<file path="config.mk">
export PLATFORM = sky130hd
export DESIGN_NAME = count_pwm_gen
export DESIGN_NICKNAME = d
export VERILOG_FILES = /design/src/rtl/count_pwm_gen.sv
export SDC_FILE = /design/constraint.sdc
export NUM_CORES = 1
export LEC_CHECK = 0
export CORE_ASPECT_RATIO = 1.25
export CORE_MARGIN = 3
export CORE_UTILIZATION = 35
export DETAILED_ROUTE_END_ITERATION = 8
export HOLD_SLACK_MARGIN = 0.12
export RECOVER_POWER = 50
export SLEW_MARGIN = 15
export SYNTH_ARGS = -nofsm -noshare
export SYNTH_HDL_FRONTEND = slang
export SYNTH_SLANG_ARGS = --single-unit
</file>
<file path="constraint.sdc">
create_clock -name clk -period 4.4 [get_ports clk]
set_input_delay 0.88 -clock clk [delete_from_list [all_inputs] [get_ports clk]]
set_output_delay 0.88 -clock clk [all_outputs]
set_load 0.005 [all_outputs]
</file>
<file path="src/rtl/count_pwm_gen.sv">
// count_pwm_gen: PWM generator slaved to an external free-running counter.
//   Samples the upstream param_counter value, detects period wraps and
//   mid-period upstream resets, and drives a registered PWM output whose duty
//   is changed only at period boundaries through a valid/ready shadow register.
//
// Ports:
//   clk          rising-edge clock
//   rst          asynchronous active-high reset
//   count        upstream counter value, 0..MAX_COUNT
//   duty_in      requested duty (high cycles per period), saturated to MAX_COUNT
//   duty_valid   duty_in valid
//   duty_ready   shadow register free (transfer on duty_valid && duty_ready)
//   pwm_out      registered PWM output
//   wrap_pulse   one-cycle pulse per detected counter wrap
//   duty_active  duty applied to the current period
//   period_cnt   (only with PWM_PERIOD_CNT_EN) saturating count of wraps
//
// Optional feature macro: PWM_PERIOD_CNT_EN adds the period_cnt output.
module count_pwm_gen #(
  parameter int unsigned MAX_COUNT = 255,
  localparam int unsigned W = $clog2(MAX_COUNT + 1)
) (
  input  logic         clk,
  input  logic         rst,
  input  logic [W-1:0] count,
  input  logic [W-1:0] duty_in,
  input  logic         duty_valid,
  output logic         duty_ready,
  output logic         pwm_out,
  output logic         wrap_pulse,
  output logic [W-1:0] duty_active
`ifdef PWM_PERIOD_CNT_EN
  ,
  output logic [15:0]  period_cnt
`endif
);

  localparam logic [W-1:0] MAX_VAL = W'(MAX_COUNT);

  typedef enum logic {
    SYNC = 1'b0,
    RUN  = 1'b1
  } state_t;

  state_t       state_q;
  state_t       state_d;
  logic [W-1:0] prev_count;
  logic [W-1:0] shadow_q;
  logic [W-1:0] shadow_d;
  logic         pending_q;
  logic         pending_d;
  logic [W-1:0] active_d;
  logic         pwm_d;
  logic         wrap_c;
  logic         resync_c;
  logic [W-1:0] duty_sat_c;
  logic [W-1:0] duty_eff_c;

  // Period boundary detection from consecutive samples.
  assign wrap_c   = (prev_count == MAX_VAL) && (count == '0);
  assign resync_c = (count == '0) && (prev_count != MAX_VAL) && (prev_count != '0);

  assign duty_sat_c = (duty_in > MAX_VAL) ? MAX_VAL : duty_in;

  // A pending duty is used for the very first sample of the new period.
  assign duty_eff_c = (wrap_c && pending_q) ? shadow_q : duty_active;

  // Next-state and PWM decision; output follows the state being entered so a
  // resync silences pwm_out immediately and a wrap drives the first sample.
  always_comb begin
    state_d = state_q;
    pwm_d   = 1'b0;
    case (state_q)
      SYNC:    if (wrap_c)   state_d = RUN;
      RUN:     if (resync_c) state_d = SYNC;
      default: state_d = SYNC;
    endcase
    if (state_d == RUN) pwm_d = (count < duty_eff_c);
  end

  // Shadow/pending handshake; wrap commit and transfer are exclusive on pending.
  always_comb begin
    shadow_d  = shadow_q;
    pending_d = pending_q;
    active_d  = duty_active;
    if (wrap_c && pending_q) begin
      active_d  = shadow_q;
      pending_d = 1'b0;
    end else if (duty_valid && !pending_q) begin
      shadow_d  = duty_sat_c;
      pending_d = 1'b1;
    end
  end

  // State and output registers.
  always_ff @(posedge clk or posedge rst) begin
    if (rst) begin
      state_q     <= SYNC;
      prev_count  <= '0;
      shadow_q    <= '0;
      pending_q   <= 1'b0;
      duty_ready  <= 1'b1;
      duty_active <= '0;
      pwm_out     <= 1'b0;
      wrap_pulse  <= 1'b0;
    end else begin
      state_q     <= state_d;
      prev_count  <= count;
      shadow_q    <= shadow_d;
      pending_q   <= pending_d;
      duty_ready  <= !pending_d;
      duty_active <= active_d;
      pwm_out     <= pwm_d;
      wrap_pulse  <= wrap_c;
    end
  end

`ifdef PWM_PERIOD_CNT_EN
  // Saturating wrap counter, restarted when the upstream counter resyncs.
  always_ff @(posedge clk or posedge rst) begin
    if (rst) begin
      period_cnt <= 16'd0;
    end else if (resync_c) begin
      period_cnt <= 16'd0;
    end else if (wrap_pulse && (period_cnt != 16'hFFFF)) begin
      period_cnt <= period_cnt + 16'd1;
    end
  end
`endif

endmodule
</file>
-- After elaboration in Yosys (flattened, before gate mapping)
Cells that the tools add are included.
- register bits after elaboration: 29
- latch bits: 0
- memory bits (writable): 0
- bits in read-only memories: 0
- bits of input ports: 19
- output and inout bits: 11
- word-level logic and storage cells: 32
- memories: 0
- add/sub/neg operators: 0
- multiply operators: 0
- div/mod/pow operators: 0
- order comparisons: 2
- eq/ne operators: 2
- shift operators: 0
- multiplexer cells: 8
- bitwise logic cells: 2
- reduce and logical (&&, ||, !) cells: 10
- operators by type and width (operator ; count):
    $mux W8 ; 2
    $eq A8 B8 Y1 const B ; 1
    $gt A8 B8 Y1 const B ; 1
    $logic_not A8 Y1 ; 1
    $lt A8 B8 Y1 ; 1
    $ne A8 B8 Y1 const B ; 1
    $reduce_bool A8 Y1 ; 1
    $logic_and A1 B1 Y1 ; 5
    $mux W1 ; 5
    $logic_not A1 Y1 ; 2
    $not A1 Y1 ; 2
    $pmux W1 S2 ; 1
    $reduce_and A2 Y1 ; 1

-- Longest topological paths before layout
- word-level depth: 6
- gate-level depth with buffers: 12
- depth with buffers taken out: 12

-- Worst setup path before layout
Ideal clock, no wire load.
- path type: input to register
- start: input port count[5]
- end: register pwm_out
- setup time: 65 ps
- arrival time: 3449 ps
- setup slack: 886 ps
- stages on the path: 12
- cells stage by stage: or4_4 -> or4_4 -> inv_6 -> nand2_8 -> mux2_4 -> inv_2 -> ha_1 -> a211o_1 -> a21oi_1 -> a22o_1 -> o211ai_1 -> nand2_1
- cells in the longest elaborated chain, start to end: 6
- ends and longest elaborated chain (item ; RTL line ; text):
    start, declared ; 25 ; input logic [W-1:0] count,
    $logic_not A8 Y1 (*) ; 60 ; assign wrap_c = (prev_count == MAX_VAL) && (count == '0);
    $logic_and A1 B1 Y1 (*) ; 60 ;
    net wrap_c ; 54 ; logic wrap_c;
    $logic_and A1 B1 Y1 ; 66 ; assign duty_eff_c = (wrap_c && pending_q) ? shadow_q : duty_active;
    $mux W8 ; n/a ;
    $lt A8 B8 Y1 ; 78 ; if (state_d == RUN) pwm_d = (count < duty_eff_c);
    $mux W1 (*) ; 78 ;
    net pwm_d ; 53 ; logic pwm_d;
    end signal, assigned ; 113 ; pwm_out <= pwm_d;
    end, declared ; 29 ; output logic pwm_out,
The timed path passes the listed nets; every way through them passes the cells marked *.
A chain may end at the register's enable or synchronous reset.

-- Final worst setup path
Ends and elaborated chain as after synthesis.

==> qor.txt <==
DIE WIDTH -> 59.85 microns
core box area -> 3338 sq um
RSZ-0062 raised after global routing -> false
Mapped Area -> 1269 sq um
Max Clk Rate -> 247.2 MHz
Leak -> 0.0008241 uW
worst slack at placement -> 0.1819 ns
vias in the first global route -> 968
hold path depth -> 2
CTS Root Cell -> clkbuf_8
internal cell power -> 488.7 uW
fin. max-slew vios -> 0
sequential fraction of the synthesis area -> 0.5730
DRT Pass-1 Iters -> 4
max cap viols -> 0
gr ovfl total -> 0
synthesized instance count -> 96
clk_skew -> 0.003173 ns
Worst-Margin Slew -> 1.047 ns
first-pass GRT wire length -> 4464 microns
PD cells -> 353.9 nW/um^2
fin crit period -> 4.045 ns
sequential share of power -> 0.468
worst path arrival time -> 4.26 ns
Psw -> 122.0 uW
DIE AREA -> 4388 sq um
Slew HR -> 0.3012
cell chain of the critical path -> dlygate4sd3_1, or4_4, or4_4, inv_6, nand2_8, mux2_4, inv_2, ha_1, a211o_1, a21oi_1, a22o_1, o211ai_1, nand2_1
share of layout cells above drive strength 1 -> 0.2180
Initial Util -> 0.3801
Nets -> 158
floorplan row count -> 23
fill count -> 305
CTS clk-pin slew, worst paths -> 0.06 ns
final wirelength -> 2572 microns
CTS Sinks -> 29
Sw Ratio -> 0.1997
initial DRC count -> 18
final worst path period share -> 0.9193
CP Buf/Inv Count -> 3
P&R area growth vs syn -> 36.00%
setup TNS -> 0 ns
Detail Route Antenna Nets -> 0
status -> finished clean
Crit. path cell count -> 13
# H-tree levels -> 2
maximum vdd ir drop -> 228.2 uV
io pins -> 30
Comb power frac -> 0.069
YS warnings -> 0
Die Height -> 73.32 microns
CP endpoint kind -> flop
DRC Markers -> 0
largest net degree at the start of global routing -> 30
hold_buf cts -> 0
CP delay by family, top -> simple AND/OR/NAND/NOR gates
worst hold slack -> 0.5022 ns
worst setup margin -> 0.3552 ns
CTS buffer count -> 5
Routed WL per cell -> 15.13 microns
worst reg2reg path depth -> 12
Final Hold Fails -> 0
Cell variety after synth -> 27
Seq cells post-synth -> 29
post-layout util -> 0.5169
RePlAce Congestion -> 0.7466
syn avg cell area -> 13.22 sq um
routed vias/inst -> 4.982
CP startpoint kind -> input port
Crit Path Max Fanout -> 9
Pwr Total -> 610.7 uW
CTS tree -> yes
port bufs -> 29
CP peak stage delay -> 0.61 ns
# diodes -> 0
clock power share -> 0.463
# Post-CTS Setup Buffers -> 0
critical path required time -> 4.62 ns
DR vias -> 847
setup violators final -> 0
initial antenna violation count -> 0
clock latency on the worst-skew pair -> 0.28 ns
Critical-path top delay cell -> or4_4
Clock Tree Buf Depth -> 2
Mapped Nets -> 122
Hold Crit Class -> reg -> reg
cell mode on critical path -> or4_4
CP Class -> in -> reg
gr usage total -> 0.1415
dpl hpwl -> 2028 microns
Resized Gates After CTS -> 0
## state kept, by name (all words and copies together) (netlist names)
signal / cells
pending_q: 1
wrap_pulse: 1
duty_ready: 1
pwm_out: 1
shadow_q: 8
duty_active: 8
prev_count: 8
state_q: 1
## cell type report
class	instances	area, sq um	area share
Timing Repair Buffer	30	297.8	0.1726
Tap cell	37	46.29	0.02683
Clock buffer	7	86.33	0.05004
Multi-Input combinational cell	56	495.5	0.2872
Clock inverter	1	30.03	0.01740
Sequential cell	29	726.9	0.4213
Inverter	10	42.54	0.02466
## routing by layer
layer  routed length (microns)  global-route usage  part of all wire  vias to the layer above
met1                      1053              0.1612              0.41                      414
met3                       109             0.05624             0.042                        6
met2                      1364              0.2296              0.53                       15
li1                          -                   -                 -                      412
met5                         0                   0                 0                        -
met4                        44             0.06404             0.017                        0
## layout by cell type, fill, tap and decap left out, drive strengths merged
master	instances
dfrtp	28
clkdlybuf4s50	20
mux2	11
inv	10
dlygate4sd3	9
ha	7
nand2	7
clkbuf	7
mux2i	5
or4	3
nand4	3
a21oi	3
o21a	2
nor4	2
a211o	2
nand2b	2
nor2	2
o21ai	2
nand3b	1
a21o	1
a22o	1
o211ai	1
nor2b	1
bufinv	1
dfstp	1
buf	1
## kinds of logic (layout without fill, tap and decap cells)
| family | count (synthesis) | count (layout) | synth area share |
|---|---|---|---|
| fa+ha+maj | 7 | 7 | 0.06903 |
| simple gates | 21 | 21 | 0.1114 |
| buf+inv | 11 | 48 | 0.03649 |
| mux | 16 | 16 | 0.1460 |
| compound gates | 12 | 12 | 0.06410 |
| flops | 29 | 29 | 0.5730 |
## worst min-delay path: stages (launching register included)
cell,delay [ns]
dfrtp_1,0.36
nand2_1,0.05
nand2_1,0.06
## Yosys cell counts
| master | count | share of area |
|---|---|---|
| o21a_1 | 2 | 0.012 |
| o211ai_1 | 1 | 0.0059 |
| inv_6 | 1 | 0.0069 |
| nor2_1 | 2 | 0.0059 |
| nand2_8 | 1 | 0.016 |
| nand3b_1 | 1 | 0.0059 |
| a21oi_1 | 3 | 0.012 |
| nand4_1 | 3 | 0.015 |
| nand2_1 | 6 | 0.018 |
| dfstp_2 | 1 | 0.021 |
| a22o_1 | 1 | 0.0069 |
| o21ai_0 | 1 | 0.0039 |
| inv_1 | 5 | 0.015 |
| inv_2 | 4 | 0.012 |
| nand2b_1 | 2 | 0.0099 |
| o21ai_1 | 1 | 0.0039 |
| mux2_2 | 8 | 0.071 |
| a21o_1 | 1 | 0.0059 |
| ha_1 | 7 | 0.069 |
| dfrtp_1 | 28 | 0.55 |
| nor2b_1 | 1 | 0.0049 |
| clkbuf_1 | 1 | 0.0030 |
| a211o_1 | 2 | 0.014 |
| or4_4 | 3 | 0.027 |
| nor4_1 | 2 | 0.0099 |
| mux2i_1 | 5 | 0.039 |
| mux2_4 | 3 | 0.036 |
## metrics by stage
stage | area, sq um | instances
after floorplan | 1269 | 96
after global routing | 1725 | 170
after detailed placement | 1609 | 162
after global placement | 1609 | 162
after CTS | 1725 | 170
final | 1725 | 170
## power groups by stage
stage	Clock (uW)	Sequential (uW)	Combinational, uW
4_1_cts	288	286	44.8
5_1_grt	304	287	47.6
6_report	283	286	42.0
3_3_place_gp	0	290	43.5
2_1_floorplan	0	288	20.6
3_5_place_dp	0	290	44.6
## final timing paths
| check | from | endpoint | slack (ns) |
|---|---|---|---|
| setup / recovery | count[5] | pwm_out | 0.36 |
| hold / removal | state_q | state_q | 0.50 |
| setup reg to reg | prev_count[6] | pwm_out | 1.69 |
| hold reg to reg | state_q | state_q | 0.50 |
| max in group asynchronous | rst | prev_count[2] | 2.47 |
| min in group asynchronous | rst | shadow_q[0] | 1.29 |
No activity file was read; power rests on OpenSTA's default activity.
